**config.mk**
```make
export PLATFORM = sky130hd
export DESIGN_NAME = edge_scan_ctrl
export DESIGN_NICKNAME = d
export VERILOG_FILES = /design/src/rtl/edge_scan_ctrl_pkg.sv /design/src/rtl/edge_scan_shreg.sv /design/src/rtl/edge_scan_ctrl.sv
export SDC_FILE = /design/constraint.sdc
export NUM_CORES = 1
export LEC_CHECK = 0
export CORE_UTILIZATION = 38
export CTS_CLUSTER_DIAMETER = 120
export CTS_CLUSTER_SIZE = 10
export DETAILED_ROUTE_END_ITERATION = 6
export DONT_BUFFER_PORTS = 1
export HOLD_SLACK_MARGIN = 0.12
export SLEW_MARGIN = 10
export SYNTH_ARGS = -nofsm -noshare
export SYNTH_HDL_FRONTEND = slang
export SYNTH_SLANG_ARGS = --single-unit
```
**constraint.sdc**
```tcl
create_clock -name CP -period 2.3 [get_ports CP]
set_input_delay 0.345 -clock CP [delete_from_list [all_inputs] [get_ports CP]]
set_output_delay 0.345 -clock CP [all_outputs]
set_load 0.02 [all_outputs]
```
**src/rtl/edge_scan_ctrl_pkg.sv**
```systemverilog
// Shared definitions for the EDGE scan-chain controller: FSM state encodings
// and small state-decoding helpers used by the controller and its bench.
package edge_scan_ctrl_pkg;

    typedef enum logic [2:0] {
        S_IDLE    = 3'd0,
        S_LOAD    = 3'd1,
        S_CAPTURE = 3'd2,
        S_UNLOAD  = 3'd3,
        S_DONE    = 3'd4
    } scan_state_t;

    // Chain is in shift mode (TE high, QN latches held) in these states.
    function automatic logic is_shift(input scan_state_t s);
        return (s == S_LOAD) || (s == S_UNLOAD);
    endfunction

    function automatic logic is_busy(input scan_state_t s);
        return (s == S_LOAD) || (s == S_CAPTURE) || (s == S_UNLOAD);
    endfunction

endpackage

```
**src/rtl/edge_scan_shreg.sv**
```systemverilog
// W-bit register with parallel load and MSB-first shift (serial in at the LSB);
// holds its value when neither load nor shift is requested.
module edge_scan_shreg #(
    parameter int W = 8
) (
    input  logic         clk,
    input  logic         rst_n,
    input  logic         load,
    input  logic [W-1:0] d,
    input  logic         shift,
    input  logic         sin,
    output logic [W-1:0] q,
    output logic         sout
);

    // Shift written as a left shift plus OR so W=1 needs no special case.
    always_ff @(posedge clk or negedge rst_n) begin
        if (!rst_n) begin
            q <= '0;
        end else if (load) begin
            q <= d;
        end else if (shift) begin
            q <= (q << 1) | W'(sin);
        end
    end

    assign sout = q[W-1];

endmodule

```
**src/rtl/edge_scan_ctrl.sv**
```systemverilog
// EDGE scan-chain controller: shifts a pattern in, pulses one capture cycle,
// shifts the response out and compares it against the expected vector.
import edge_scan_ctrl_pkg::*;

module edge_scan_ctrl #(
    parameter int CHAIN_LEN = 32
) (
    input  logic                 CP,
    input  logic                 RN,
    input  logic                 start,
    input  logic [CHAIN_LEN-1:0] pat_in,
    input  logic [CHAIN_LEN-1:0] exp_in,
    input  logic                 chain_tq,
    output logic                 TI,
    output logic                 TE,
    output logic                 en,
    output logic                 busy,
    output logic                 done,
    output logic [CHAIN_LEN-1:0] cap_out,
    output logic                 mismatch
);

    localparam int CNT_W = ($clog2(CHAIN_LEN) > 1) ? $clog2(CHAIN_LEN) : 1;
    localparam logic [CNT_W-1:0] LAST = CNT_W'(CHAIN_LEN - 1);

    scan_state_t          state, state_nxt;
    logic [CNT_W-1:0]     cnt;
    logic                 cnt_last;
    logic                 accept, load_shift, unl_shift, done_entry;
    logic [CHAIN_LEN-1:0] load_q, unl_q, exp_q, cap_nxt;
    logic                 unl_msb;
    logic                 unused_taps;

    assign cnt_last = (cnt == LAST);

    // The last unload sample lands in the same edge that enters DONE, so the
    // captured vector is taken from the shift register's next value.
    assign cap_nxt = (unl_q << 1) | CHAIN_LEN'(chain_tq);

    // Only TI leaves the load register; the unload MSB is read via unl_q.
    assign unused_taps = ^{load_q, unl_msb};

    always_comb begin
        // NOTE: every output of this block gets a default first, so no path can infer a latch.
        state_nxt  = state;
        accept     = 1'b0;
        load_shift = 1'b0;
        unl_shift  = 1'b0;
        done_entry = 1'b0;
        case (state)
            S_IDLE: begin
                if (start) begin
                    accept    = 1'b1;
                    state_nxt = S_LOAD;
                end
            end
            S_LOAD: begin
                load_shift = 1'b1;
                if (cnt_last) state_nxt = S_CAPTURE;
            end
            S_CAPTURE: state_nxt = S_UNLOAD;
            S_UNLOAD: begin
                unl_shift = 1'b1;
                if (cnt_last) begin
                    done_entry = 1'b1;
                    state_nxt  = S_DONE;
                end
            end
            S_DONE:  state_nxt = S_IDLE;
            default: state_nxt = S_IDLE;
        endcase
    end

    always_ff @(posedge CP or negedge RN) begin
        // NOTE: sequential state is updated with non-blocking assignments only.
        if (!RN) begin
            state <= S_IDLE;
        end else begin
            state <= state_nxt;
        end
    end

    // Outputs are registered from the next state so they line up with it.
    always_ff @(posedge CP or negedge RN) begin
        if (!RN) begin
            cnt      <= '0;
            exp_q    <= '0;
            TE       <= 1'b0;
            en       <= 1'b1;
            busy     <= 1'b0;
            done     <= 1'b0;
            cap_out  <= '0;
            mismatch <= 1'b0;
        end else begin
            if (accept) begin
                cnt   <= '0;
                exp_q <= exp_in;
            end else if (load_shift || unl_shift) begin
                cnt <= cnt_last ? '0 : cnt + CNT_W'(1);
            end
            TE   <= is_shift(state_nxt);
            en   <= !is_shift(state_nxt);
            busy <= is_busy(state_nxt);
            done <= (state_nxt == S_DONE);
            if (done_entry) begin
                cap_out  <= cap_nxt;
                mismatch <= (cap_nxt != exp_q);
            end
        end
    end

    // Load path: pattern latched at start, driven out MSB first, zeros behind it.
    edge_scan_shreg #(.W(CHAIN_LEN)) u_load (
        .clk   (CP),
        .rst_n (RN),
        .load  (accept),
        .d     (pat_in),
        .shift (load_shift),
        .sin   (1'b0),
        .q     (load_q),
        .sout  (TI)
    );

    // Unload path: first sample (last cell) ends up in the MSB.
    edge_scan_shreg #(.W(CHAIN_LEN)) u_unload (
        .clk   (CP),
        .rst_n (RN),
        .load  (accept),
        .d     ({CHAIN_LEN{1'b0}}),
        .shift (unl_shift),
        .sin   (chain_tq),
        .q     (unl_q),
        .sout  (unl_msb)
    );

endmodule

```
==> impl_metrics.yaml, run 1 <==
drt:
  drc_errors: 0
  vias_per_cell: 5.07
  first_pass_iters: 4
  post_drt_wl_per_cell_um: 16.8
  antenna_left: 0
  vias: 4189
  drtIter0Drc: 266
  routed_wl_mm: 13.9
flow_run:
  cap_violations: 0
floorplan:
  die_w_um: 128
  placementRows: 45
  io-pin-count: 106
  die_h_um: 128
  die_area_um2: 16300
  initial_core_util: 0.391
  core-area_um2: 15300
yosys:
  syn_nets: 642
  synth_compound_area_frac: 0.101
  yosysWarnings: 0
  synth_top_family_by_area: "simple AND/OR/NAND/NOR gates"
  synth_cells: 572
  syn_area_um2: 5990
  yosys.area_share.simple: 0.148
  ys_types: 38
  synth_xor_area_frac: 0.0483
  syn_avg_cell_area_um2: 10.5
  synthAdderAreaFrac: 0.00418
  ys_ff_latch: 140
  synthMuxAreaShare: 0.0784
  ys_seq_area_frac: 0.585
sta:
  tightest_slew_ns: 0.513
  fmax_mhz: 491
  fin_hold_ws_ns: -0.373
  rsz0062_at_grt: "false"
  finalCritPeriodShare: 0.886
  period_needed_ns: 2.04
  finalSetupViolations: 0
  setup-tns-final_ns: 0
  slew_headroom: 0.655
  slew_viol_final: 0
  fin_skew_ns: 0.0115
  hold_viol: 140
global_routing:
  track_usage: 0.184
  antenna_found_initial: 0
  grt_max_degree: 141
  grt_pass1_vias: 4341
  grt_pass1_wl_mm: 22.7
  overflow: 0
setup_path:
  crit_top_cell: "ha_1"
  r2r_slack_ns: 0.26
  crit_chain: "ha_1 -> and3_1 -> ha_1 -> nand2_4 -> buf_12 -> mux2_2"
  crit_path_max_fanout: 16
  critPathMaxStageDelay_ns: 0.41
  critPathLaunchType: "flop"
  crit_path_end_kind: "flop"
  cp_slowest_cell: "dfrtp_1"
  cp_data_arrival_time_ns: 2.33
  worstSetupPathType: "reg2reg"
  crit_required_ns: 2.59
clocking:
  cts_tree: "built"
  post_cts_buffers: 0
  cts_root_buf: "clkbuf_16"
  htreeDepth: 4
  clk_pin_slew_ns: 0.06
  cts_resized: 0
  clock_path_buffers: 2
  cts_sinks: 140
  clk_latency_ns: 0.42
  cts_buffers: 17
  hold_buffers: 36
power:
  ir_drop_mv: 0.616
  power_density_nw_per_um2: 1240
  static-leakage-power_nw: 3.47
place:
  portBuffers: 0
  dpl.cell_count: 758
  gp_congestion: 0.773
  dp_hpwl_mm: 9.12
  placed_area_um2: 6200
finish:
  fin_util: 0.467
  nets: 672
  drive_above_1_share: 0.130
  antenna_cells: 0
  fin_area_um2: 7150
  final_cells: 826
  fill_cells: 1399
  syn_to_final_growth_pct: 19.4
worst_hold_path:
  hp-class: "in2async"
run_status:
  violations: "negative hold slack"
  status: "complete, but fails checks"
==> per-stage QoR <==
| stage | hold slack [ns] | total power [mW] | setup WS (ns) |
|---|---|---|---|
| 2_1_floorplan | 0.0494 | 5.54 | 0.507 |
| 3_3_place_gp | 0.0530 | 6.05 | 0.370 |
| 3_5_place_dp | 0.0520 | 6.19 | 0.280 |
| 4_1_cts | -0.389 | 8.96 | 0.266 |
| 5_1_grt | -0.402 | 9.48 | 0.180 |
| 6_report | -0.373 | 8.90 | 0.262 |
==> critical path, delay by kind of cell (launching register included) <==
| family | cells | cell delay (ns) |
|---|---|---|
| muxes | 1 | 0.34 |
| adders and majority gates | 2 | 0.55 |
| buffers and inverters | 1 | 0.20 |
| and+or+nand+nor | 2 | 0.41 |
| DFF | 1 | 0.41 |
==> report_power, final <==
| group | total (mW) | switching [mW] | internal (mW) |
|---|---|---|---|
| clock network | 2.71 | 1.03 | 1.68 |
| logic | 2.10 | 1.15 | 0.948 |
| registers | 4.08 | 0.822 | 3.26 |
==> logic make-up (layout without fill, tap and decap cells) <==
kind of cell / after synthesis / in the layout
multiplexers: 32 / 32
adder cells (fa/ha/maj): 2 / 2
flip-flops: 140 / 140
AO/OA/AOI/OAI: 107 / 107
XOR/XNOR: 33 / 33
buffers and inverters: 41 / 84
AND/OR/NAND/NOR: 217 / 217
==> layer usage <==
metal | share of wire | track usage | vias to the layer above
li1 | - | - | 1975
met1 | 0.45 | 0.226 | 2075
met2 | 0.47 | 0.294 | 127
met3 | 0.068 | 0.0712 | 12
met4 | 0.017 | 0.0665 | 0
met5 | 0 | 0 | -
==> cell type report <==
| cell class | count | area (um^2) | area share |
|---|---|---|---|
| repair buffers | 47 | 480 | 0.0672 |
| well taps | 211 | 264 | 0.0369 |
| flip-flops and latches | 140 | 3500 | 0.490 |
| inverters | 5 | 18.8 | 0.00262 |
| clock buffers | 22 | 474 | 0.0663 |
| multi-input cells | 391 | 2290 | 0.321 |
| clock inverters | 10 | 115 | 0.0161 |
==> path summary, 6_finish.rpt <==
kind	end	from	cells after the start
worst max-delay path	cap_out[31]	cnt[0]	6
worst min-delay path	exp_q[23]	RN	0
worst max register to register	cap_out[31]	cnt[0]	6
worst min register to register	u_load.q[11]	u_load.q[11]	2
max in group asynchronous	en	RN	0
min in group CP	u_load.q[11]	pat_in[11]	2
==> placed cells by master, fill, tap and decap left out, types with 2 or more instances in the layout <==
| cell | count |
|---|---|
| xor2_1 | 33 |
| mux2_4 | 29 |
| inv_2 | 2 |
| nand3_1 | 3 |
| a32o_1 | 2 |
| mux2_2 | 3 |
| clkbuf_1 | 2 |
| clkinv_4 | 2 |
| nor4_1 | 8 |
| nor2_1 | 2 |
| clkinvlp_4 | 3 |
| nor3_1 | 2 |
| a21oi_1 | 31 |
| clkbuf_16 | 17 |
| clkbuf_8 | 3 |
| buf_12 | 3 |
| o22ai_1 | 31 |
| a211oi_1 | 2 |
| buf_4 | 8 |
| nand2_1 | 192 |
| bufinv_16 | 2 |
| dfrtp_1 | 139 |
| dlygate4sd3_1 | 36 |
| clkinv_2 | 3 |
| ha_1 | 2 |
| o21ai_0 | 36 |
| inv_1 | 3 |
==> cells in the mapped netlist <==
| cell | number | area, um^2 |
|---|---|---|
| o32a_1 | 1 | 10.0 |
| a32o_1 | 2 | 20.0 |
| a311oi_1 | 1 | 8.76 |
| nand2_1 | 192 | 721 |
| inv_1 | 3 | 11.3 |
| and3_1 | 1 | 6.26 |
| nor2_1 | 2 | 7.51 |
| nor3_1 | 2 | 10.0 |
| clkbuf_1 | 10 | 37.5 |
| ha_1 | 2 | 25.0 |
| o21ai_0 | 36 | 180 |
| nand2_4 | 1 | 11.3 |
| mux2_2 | 3 | 33.8 |
| nand4_1 | 1 | 6.26 |
| nand3_2 | 1 | 10.0 |
| nor4b_2 | 1 | 15.0 |
| o22ai_1 | 31 | 194 |
| or3_1 | 1 | 6.26 |
| xor2_1 | 33 | 289 |
| mux2_4 | 29 | 435 |
| o21ai_1 | 1 | 5.00 |
| buf_6 | 3 | 33.8 |
| inv_2 | 2 | 7.51 |
| o31ai_1 | 1 | 7.51 |
| nand2b_1 | 1 | 6.26 |
| and3b_1 | 1 | 8.76 |
| a211oi_1 | 2 | 15.0 |
| nor2b_1 | 1 | 6.26 |
| dfstp_2 | 1 | 26.3 |
| a21oi_1 | 31 | 155 |
| buf_2 | 17 | 85.1 |
| nand3_1 | 3 | 15.0 |
| nor3b_1 | 1 | 7.51 |
| nor4_1 | 8 | 50.1 |
| a22o_1 | 1 | 8.76 |
| buf_1 | 3 | 11.3 |
| buf_4 | 3 | 22.5 |
| dfrtp_1 | 139 | 3480 |
==> state kept, by name (all words and copies together) (netlist names) <==
signal,count
TE,1
busy,1
cap_out,32
cnt,5
done,1
en,1
exp_q,32
mismatch,1
state,3
u_load.q,32
u_unload.q,31
No activity file was read; power rests on OpenSTA's default activity.
==> run 2: changes to the inputs <==
ABC_CLOCK_PERIOD_IN_PS = 2300   (was unset)
==> results of run 2 <==
Final layout, timing and power as in run 1 (identical DEF).
==> run 3: changes to the inputs <==
ABC_CLOCK_PERIOD_IN_PS = 1770   (was 2300)
clock period = 1.77 ns   (was 2.3 ns; I/O delays follow)
==> impl_metrics.yaml, run 3 (same netlist as run 1, synthesis figures left out) <==
power:
  ir_drop_mv: 0.941
  p_total_mw: 12.2
  power_density_nw_per_um2: 1590
  static-leakage-power_nw: 3.68
finish:
  drive_above_1_share: 0.151
  reg.largest.list: "cap_out x32, exp_q x32, u_load.q x32"
  final_cell_mix: "192 x nand2_1, 138 x dfrtp_1, 65 x dlygate4sd3_1"
  final_cells: 866
  nets: 713
  antenna_cells: 0
  syn_to_final_growth_pct: 27.9
  final_common_cell: "nand2_1"
worst_hold_path:
  hp-class: "in2async"
drt:
  vias: 4354
  first_pass_iters: 4
  drtIter0Drc: 257
  routed_wl_mm: 14.6
  vias_per_cell: 5.03
  drc_errors: 0
  post_drt_wl_per_cell_um: 16.9
  antenna_left: 0
floorplan:
  die_h_um: 128
  placementRows: 45
  initial_core_util: 0.391
  die_area_um2: 16300
  die_w_um: 128
  core-area_um2: 15300
  io-pin-count: 106
clocking:
  clk_latency_ns: 0.43
  cts_sinks: 140
  cts_tree: "built"
  clock_path_buffers: 2
  hold_buffers: 65
  clk_pin_slew_ns: 0.06
  cts_root_buf: "clkbuf_16"
  htreeDepth: 4
  cts_buffers: 17
global_routing:
  track_usage: 0.192
  overflow: 0
  grt_pass1_vias: 4459
  grt_max_degree: 141
  grt_pass1_wl_mm: 23.6
  antenna_found_initial: 0
place:
  dp_hpwl_mm: 9.05
  dpl.cell_count: 767
  dp_slack_ns: -0.162
  gp_congestion: 0.767
  portBuffers: 0
setup_path:
  crit_path_max_fanout: 4
  worstSetupPathType: "reg2reg"
  critPathMaxStageDelay_ns: 0.41
  crit_path_end_kind: "flop"
  crit_required_ns: 2.11
  critPathLaunchType: "flop"
  cp_slowest_cell: "or3_4"
  crit_chain: "ha_2 -> and3_1 -> ha_4 -> or3_4 -> o31ai_2"
  cp_data_arrival_time_ns: 2.01
sta:
  rsz0062_at_grt: "false"
  finalCritPeriodShare: 0.945
  tightest_slew_ns: 0.768
  fin_ws_ns: 0.0977
  fin_skew_ns: 0.00951
  period_needed_ns: 1.67
  fin_hold_ws_ns: -0.466
  finalSetupViolations: 0
  slew_headroom: 0.486
  slew_viol_final: 0
  fmax_mhz: 598
  hold_viol: 140
run_status:
  violations: "negative hold slack"
  status: "complete, but fails checks"
flow_run:
  cap_violations: 0
==> run 3: cell types whose count changed in the layout (fill, tap and decap cells not counted), moves of 2 or more <==
cell,change
dlygate4sd3_1,+29
buf_4,+8
bufinv_16,+3
clkinvlp_4,-2
ha_1,-2
==> run 3: area by class of cell <==
type / count / area, um^2
clock buffers: 20 / 457
flip-flops and latches: 140 / 3510
clock inverters: 11 / 190
fillers: 1349 / 7660
multi-input cells: 393 / 2360
repair buffers: 86 / 862
well taps: 211 / 264
inverters: 5 / 18.8
==> run 3: final timing paths <==
path	startpoint	end	slack [ns]	cells past startpoint
hold / removal	RN	cap_out[24]	-0.47	0
setup / recovery	cnt[0]	cnt[3]	0.1	5
max in group asynchronous	RN	en	1.95	0
setup reg to reg	cnt[0]	cnt[3]	0.1	5
min in group CP	start	TE	0.17	2
hold reg to reg	u_load.q[17]	u_load.q[17]	0.48	2
==> run 3: report_power, final <==
group          total [mW]  internal [mW]  switching, mW
clock                3.91           2.56           1.34
combinational        2.96           1.36           1.59
sequential           5.30           4.24           1.06
total                12.2           8.17           3.99
==> run 3: repair_timing <==
item,CTS,global route
buffers inserted,1,0
gates resized for setup,4,5
gates cloned,2,0
endpoints found under the hold margin,206,140
endpoints found under the setup margin,57,50
pin swaps,2,1
==> run 3: worst max-delay path, delay by kind of cell, from the launching register on <==
kind | cells | cell delay [ns]
AND/OR/NAND/NOR | 2 | 0.61
AO/OA/AOI/OAI | 1 | 0.21
flip-flops | 1 | 0.38
adder cells (fa/ha/maj) | 2 | 0.39
==> run 3: through the flow <==
| step | utilization | cell area, um^2 | setup TNS, ns |
|---|---|---|---|
| 2_1_floorplan | - | 6010 | 0 |
| 3_3_place_gp | 0.411 | 6290 | -0.0761 |
| 3_5_place_dp | 0.411 | 6290 | -2.60 |
| 4_1_cts | 0.498 | 7630 | 0 |
| 5_1_grt | 0.500 | 7660 | 0 |
| 6_report | 0.500 | 7660 | 0 |
==> run 3: metal layers <==
layer / GRT usage / wire length, um / vias to the layer above
li1: - / - / 2065
met1: 0.237 / 6410 / 2115
met2: 0.304 / 6880 / 149
met3: 0.0729 / 1010 / 25
met4: 0.0798 / 316 / 0
met5: 0 / 0 / -
